## config.mk

```make
export PLATFORM = sky130hd
export DESIGN_NAME = hazard_unit_flat
export DESIGN_NICKNAME = d
export VERILOG_FILES = /design/src/rtl/hazard_unit_if.sv /design/src/rtl/hazard_unit.sv /design/src/flat_wrapper.sv
export SDC_FILE = /design/constraint.sdc
export NUM_CORES = 1
export LEC_CHECK = 0
export BUFFER_PORTS_ARGS = -buffer_cell sky130_fd_sc_hd__buf_2
export CAP_MARGIN = 10
export CORE_MARGIN = 3
export CORE_UTILIZATION = 50
export CTS_BUF_LIST = sky130_fd_sc_hd__clkbuf_4 sky130_fd_sc_hd__clkbuf_8
export CTS_CLUSTER_SIZE = 12
export DETAILED_ROUTE_END_ITERATION = 8
export PLACE_DENSITY = 0.75
export SYNTH_ARGS = -nofsm -noshare
export SYNTH_HDL_FRONTEND = slang
export SYNTH_SLANG_ARGS = --single-unit
```

## constraint.sdc

```tcl
create_clock -name clk -period 3.1 [get_ports clk]
set_input_delay 0.31 -clock clk [delete_from_list [all_inputs] [get_ports clk]]
set_output_delay 0.31 -clock clk [all_outputs]
set_load 0.03 [all_outputs]
```

## src/rtl/hazard_unit_if.sv

```systemverilog
// Decode-side hazard bus: decoded operand specifiers in, forwarding selects and
// load-use stall controls out.
interface hazard_unit_if #(
    parameter int REG_W = 4,
    parameter int CNT_W = 16
);
    logic [REG_W-1:0] id_ra;
    logic [REG_W-1:0] id_rb;
    logic [REG_W-1:0] id_rd;
    logic             id_use_a;
    logic             id_use_b;
    logic             id_use_d;
    logic             id_rf_e;
    logic             id_load;
    logic [1:0]       fwd_a;
    logic [1:0]       fwd_b;
    logic [1:0]       fwd_d;
    logic             pc_en;
    logic             ifid_en;
    logic             cu_mux_sel;
    logic [CNT_W-1:0] stall_count;

    // Decode stage drives the specifiers and consumes the controls.
    modport master (
        output id_ra, id_rb, id_rd, id_use_a, id_use_b, id_use_d, id_rf_e, id_load,
        input  fwd_a, fwd_b, fwd_d, pc_en, ifid_en, cu_mux_sel, stall_count
    );

    modport slave (
        input  id_ra, id_rb, id_rd, id_use_a, id_use_b, id_use_d, id_rf_e, id_load,
        output fwd_a, fwd_b, fwd_d, pc_en, ifid_en, cu_mux_sel, stall_count
    );
endinterface

```

## src/rtl/hazard_unit.sv

```systemverilog
// Data-hazard controller: three-entry EX/MEM/WB destination scoreboard driving
// operand forwarding selects and the one-cycle load-use stall.
module hazard_unit #(
    parameter int REG_W = 4,
    parameter int CNT_W = 16
) (
    input  logic          clk,
    input  logic          reset,
    hazard_unit_if.slave  hz
);
    typedef struct packed {
        logic             valid;
        logic [REG_W-1:0] rd;
        logic             load;
    } sb_entry_t;

    typedef enum logic [1:0] {
        SRC_RF  = 2'b00,
        SRC_EX  = 2'b01,
        SRC_MEM = 2'b10,
        SRC_WB  = 2'b11
    } fwd_src_e;

    // R15 reads come from the PC path, so it is never a forwarding target.
    localparam logic [REG_W-1:0] PC_REG = REG_W'(15);

    sb_entry_t        sb_ex;
    sb_entry_t        sb_mem;
    sb_entry_t        sb_wb;
    logic [CNT_W-1:0] stall_cnt;
    logic             stall;

    logic ex_a,  ex_b,  ex_d;
    logic mem_a, mem_b, mem_d;
    logic wb_a,  wb_b,  wb_d;

    function automatic logic hit(sb_entry_t e, logic use_op, logic [REG_W-1:0] r);
        return use_op && e.valid && (e.rd == r) && (r != PC_REG);
    endfunction

    function automatic logic [1:0] pick(logic ex_hit, logic mem_hit, logic wb_hit, logic stalled);
        if (ex_hit && !stalled) return SRC_EX;
        if (mem_hit)            return SRC_MEM;
        if (wb_hit)             return SRC_WB;
        return SRC_RF;
    endfunction

    assign ex_a  = hit(sb_ex,  hz.id_use_a, hz.id_ra);
    assign ex_b  = hit(sb_ex,  hz.id_use_b, hz.id_rb);
    assign ex_d  = hit(sb_ex,  hz.id_use_d, hz.id_rd);
    assign mem_a = hit(sb_mem, hz.id_use_a, hz.id_ra);
    assign mem_b = hit(sb_mem, hz.id_use_b, hz.id_rb);
    assign mem_d = hit(sb_mem, hz.id_use_d, hz.id_rd);
    assign wb_a  = hit(sb_wb,  hz.id_use_a, hz.id_ra);
    assign wb_b  = hit(sb_wb,  hz.id_use_b, hz.id_rb);
    assign wb_d  = hit(sb_wb,  hz.id_use_d, hz.id_rd);

    // A load in EX has no result yet; any consumer of it must wait one cycle.
    assign stall = sb_ex.load && (ex_a || ex_b || ex_d);

    assign hz.fwd_a       = pick(ex_a, mem_a, wb_a, stall);
    assign hz.fwd_b       = pick(ex_b, mem_b, wb_b, stall);
    assign hz.fwd_d       = pick(ex_d, mem_d, wb_d, stall);
    assign hz.pc_en       = !stall;
    assign hz.ifid_en     = !stall;
    assign hz.cu_mux_sel  = stall;
    assign hz.stall_count = stall_cnt;

    always_ff @(posedge clk or negedge reset) begin
        if (!reset) begin
            // NOTE: the scoreboard is a handful of flops, not a RAM, so clearing it
            // on reset is cheap and required to forget pre-reset producers.
            sb_ex     <= '0;
            sb_mem    <= '0;
            sb_wb     <= '0;
            stall_cnt <= '0;
        end else begin
            // NOTE: non-blocking assignments let the three entries shift in one
            // edge without each stage seeing its predecessor's new value.
            sb_wb  <= sb_mem;
            sb_mem <= sb_ex;
            sb_ex  <= stall ? sb_entry_t'('0) : {hz.id_rf_e, hz.id_rd, hz.id_load};
            if (stall && (stall_cnt != {CNT_W{1'b1}}))
                stall_cnt <= stall_cnt + CNT_W'(1);
        end
    end
endmodule

```

## src/flat_wrapper.sv

```systemverilog
// flat-port wrapper written by rule: the top's interface ports become plain ports
module hazard_unit_flat 
#(
    parameter int REG_W = 4,
    parameter int CNT_W = 16
)
  (clk, reset, hz_id_ra, hz_id_rb, hz_id_rd, hz_id_use_a, hz_id_use_b, hz_id_use_d, hz_id_rf_e, hz_id_load, hz_fwd_a, hz_fwd_b, hz_fwd_d, hz_pc_en, hz_ifid_en, hz_cu_mux_sel, hz_stall_count);
  hazard_unit_if #(.REG_W(REG_W), .CNT_W(CNT_W)) hz_i ();
  input  logic clk;
  input  logic reset;
  input wire logic [$bits(hz_i.id_ra)-1:0] hz_id_ra;
  input wire logic [$bits(hz_i.id_rb)-1:0] hz_id_rb;
  input wire logic [$bits(hz_i.id_rd)-1:0] hz_id_rd;
  input wire logic [$bits(hz_i.id_use_a)-1:0] hz_id_use_a;
  input wire logic [$bits(hz_i.id_use_b)-1:0] hz_id_use_b;
  input wire logic [$bits(hz_i.id_use_d)-1:0] hz_id_use_d;
  input wire logic [$bits(hz_i.id_rf_e)-1:0] hz_id_rf_e;
  input wire logic [$bits(hz_i.id_load)-1:0] hz_id_load;
  output wire logic [$bits(hz_i.fwd_a)-1:0] hz_fwd_a;
  output wire logic [$bits(hz_i.fwd_b)-1:0] hz_fwd_b;
  output wire logic [$bits(hz_i.fwd_d)-1:0] hz_fwd_d;
  output wire logic [$bits(hz_i.pc_en)-1:0] hz_pc_en;
  output wire logic [$bits(hz_i.ifid_en)-1:0] hz_ifid_en;
  output wire logic [$bits(hz_i.cu_mux_sel)-1:0] hz_cu_mux_sel;
  output wire logic [$bits(hz_i.stall_count)-1:0] hz_stall_count;
  assign hz_i.id_ra = hz_id_ra;
  assign hz_i.id_rb = hz_id_rb;
  assign hz_i.id_rd = hz_id_rd;
  assign hz_i.id_use_a = hz_id_use_a;
  assign hz_i.id_use_b = hz_id_use_b;
  assign hz_i.id_use_d = hz_id_use_d;
  assign hz_i.id_rf_e = hz_id_rf_e;
  assign hz_i.id_load = hz_id_load;
  assign hz_fwd_a = hz_i.fwd_a;
  assign hz_fwd_b = hz_i.fwd_b;
  assign hz_fwd_d = hz_i.fwd_d;
  assign hz_pc_en = hz_i.pc_en;
  assign hz_ifid_en = hz_i.ifid_en;
  assign hz_cu_mux_sel = hz_i.cu_mux_sel;
  assign hz_stall_count = hz_i.stall_count;
  hazard_unit #(.REG_W(REG_W), .CNT_W(CNT_W)) u_core (.clk(clk), .reset(reset), .hz(hz_i));
endmodule
```

==> results.cfg <==
[outcome]
outcome = complete, but fails checks
violations = negative hold slack

[global_routing]
grt_pass1_vias = 1428
grt_usage_pct = 20.4
grt_antenna_before_repair = 0
grt_pass1_wl_um = 6710
grt_max_degree = 33
grt_overflow_total = 0

[layout]
final_cells = 270
multiInputGateArea_um2 = 988
n_antenna_cell = 0
nFillCells = 293
syn2layout_area_growth_pct = 18.7
seqCellArea_um2 = 801
final_common_cell = buf_2
layout_common_cells = buf_2 (43), dfrtp_1 (32), xnor2_1 (26), xor2_1 (20)
nets = 243
drive_gt1_share_pct = 26.3

[timing]
holdWs_ns = -0.00832
min_period_ns = 2.72
fmax_mhz = 368
slew_violations = 0
worst_pin_slew_ns = 1.04
setup_viol = 0
hold_violations = 8
fin_tns_setup_ns = 0
relSlewSlack_pct = 30.6
finalCritPeriodShare_pct = 87.7
fin_worst_skew_ns = 0.0121
rsz0062_at_grt = no

[power]
p_int_w = 0.000729
power_frac_clock_pct = 34.8
p_switching_w = 0.000285
ir_drop_uv = 329
power_frac_comb_pct = 17.3
powerDensity_nw_per_um2 = 467
power.leakage_nw = 1.00
seqPwrFrac_pct = 47.9
p_sw_share_pct = 28.1

[cts]
cts_tree = yes
postCtsSetupRepairBufs = 0
numCtsBuffers = 5
clock-sinks = 32
clk_pin_slew_worst_paths_ns = 0.10
cts_resized = 0
ctsRootBufferMaster = clkbuf_4
cts.htree.levels = 2
cts_hold_buffers = 0
cts_max_path_buffers = 2
clk-insertion-delay-late_ns = 0.34

[floorplan]
dieArea_um2 = 4410
ios = 44
die_x_um = 66.4
dieHeight_um = 66.4
rows = 21
initial_core_util_pct = 53.5
coreArea_um2 = 3420

[placed_design]
place.gp.congestion = 0.850
dp.cells = 262
hpwl_um = 2960
port_buffers = 43

[routing]
first_iter_violations = 109
viasPerCell = 5.55
wl_per_cell_um = 14.2
drc = 0
drt-total-wl_um = 3830
dr.pass1.iters = 4
drtAntennaViolNets = 0
vias = 1498

[yosys]
syn_area_um2 = 1830
synth_nets = 196
synthFlopType = dfrtp_1
async_reset_ff_share_pct = 100
synth_cell_types = 36
ys_warn_count = 0
synth_cells = 176
ys_seq_area_share_pct = 43.8
synth_area_per_cell_um2 = 10.4
synth-edff-count = 0
ys_ff_latch = 32

[min_path]
hold_class = primary input to async pin

[critical_path]
cp.arrival_ns = 2.41
reg2reg_setup_slack_ns = 0.93
critPathCaptureType = primary output
timing.rr.end = u_core.hz.stall_count[13]
worstReg2RegStart = u_core.sb_ex[3]
critical_path_class = register to primary output
cp-start-kind = register
cp_data_required_time_ns = 2.79
critical_path_peak_fanout = 17
worstRegToRegCells = 6

[flow_run]
drv_cap = 0
per-stage QoR:
stage | setup slack (ns) | total power, W | instance area, µm² | util [%]
finish | 0.382 | 0.00101 | 2170 | 63.5
CTS | 0.337 | 0.00102 | 2170 | 63.5
detailed placement | 0.728 | 0.000669 | 2070 | 60.7
global route | 0.117 | 0.00107 | 2170 | 63.5
floorplan | 0.993 | 0.000602 | 1830 | -
global placement | 0.779 | 0.000667 | 2070 | 60.7
state kept, by name, indices dropped and copies added, names as in the netlist:
signal and flops:
u_core.sb_ex 6, u_core.sb_mem 5, u_core.sb_wb 5, u_core.hz.stall_count 16
Yosys cell counts (2+ instances only):
cell,n,area share (%)
dfrtp_1,32,44
xnor2_1,26,12
xor2_1,20,9.6
nand2_1,13,2.7
nand3_1,13,3.6
nand4_1,9,3.1
nor3_1,9,2.5
and2_1,6,2.1
nor2_1,6,1.2
nor4_1,5,1.7
and3_1,3,1.0
inv_1,3,0.62
o22a_1,3,1.4
or3_1,3,1.0
a21oi_1,2,0.55
buf_4,2,0.82
nor4_2,2,1.4
layout make-up:
| cell class | instances | area share [%] |
|---|---|---|
| timing repair buffer | 43 | 9.92 |
| sequential | 32 | 36.9 |
| clock buffer | 7 | 3.00 |
| multi-input combinational | 138 | 45.6 |
| tap | 46 | 2.65 |
| inverter | 3 | 0.519 |
| clock inverter | 1 | 1.38 |
worst max path at each step:
stage                           startpoint            end  slack (ns)  cells past startpoint
final                      u_core.sb_ex[3]  hz_cu_mux_sel        0.38                      6
after global routing       u_core.sb_ex[2]  hz_cu_mux_sel        0.12                      6
after CTS                  u_core.sb_ex[3]  hz_cu_mux_sel        0.34                      6
after detailed placement   u_core.sb_ex[3]  hz_cu_mux_sel        0.73                      6
after global placement     u_core.sb_ex[1]  hz_cu_mux_sel        0.78                      6
after floorplan           u_core.sb_mem[3]    hz_fwd_d[0]        0.99                      4
routing by layer:
layer,GRT usage [%],vias up,share of wire [%]
li1,-,716,-
met1,29.8,726,46
met2,28.5,49,45
met3,4.25,7,6.7
met4,9.64,0,2.0
met5,0,-,0
worst max-delay path, cell delays in order, from the launching register on:
cell and delay, ns:
dfrtp_1 0.47, xnor2_1 0.16, nand3_1 0.14, nor4b_4 0.07, o31ai_2 0.86, inv_1 0.15, buf_2 0.23
power by group through the flow:
stage                     Sequential [W]  Combinational, W  Clock [W]
after global placement          0.000492          0.000175          0
final                           0.000485          0.000176   0.000353
after global routing            0.000491          0.000193   0.000381
after CTS                       0.000485          0.000177   0.000358
after floorplan                 0.000511         0.0000909          0
after detailed placement        0.000493          0.000176          0
kinds of logic after synthesis:
| group | Yosys count | synth area share, % |
|---|---|---|
| xor+xnor | 47 | 22.9 |
| flops | 32 | 43.8 |
| mux | 1 | 0.616 |
| compound gates | 13 | 5.48 |
| buf+inv | 6 | 2.05 |
| simple gates | 76 | 24.4 |
| fa+ha+maj | 1 | 0.685 |
Power figures use the tool's default switching activity.
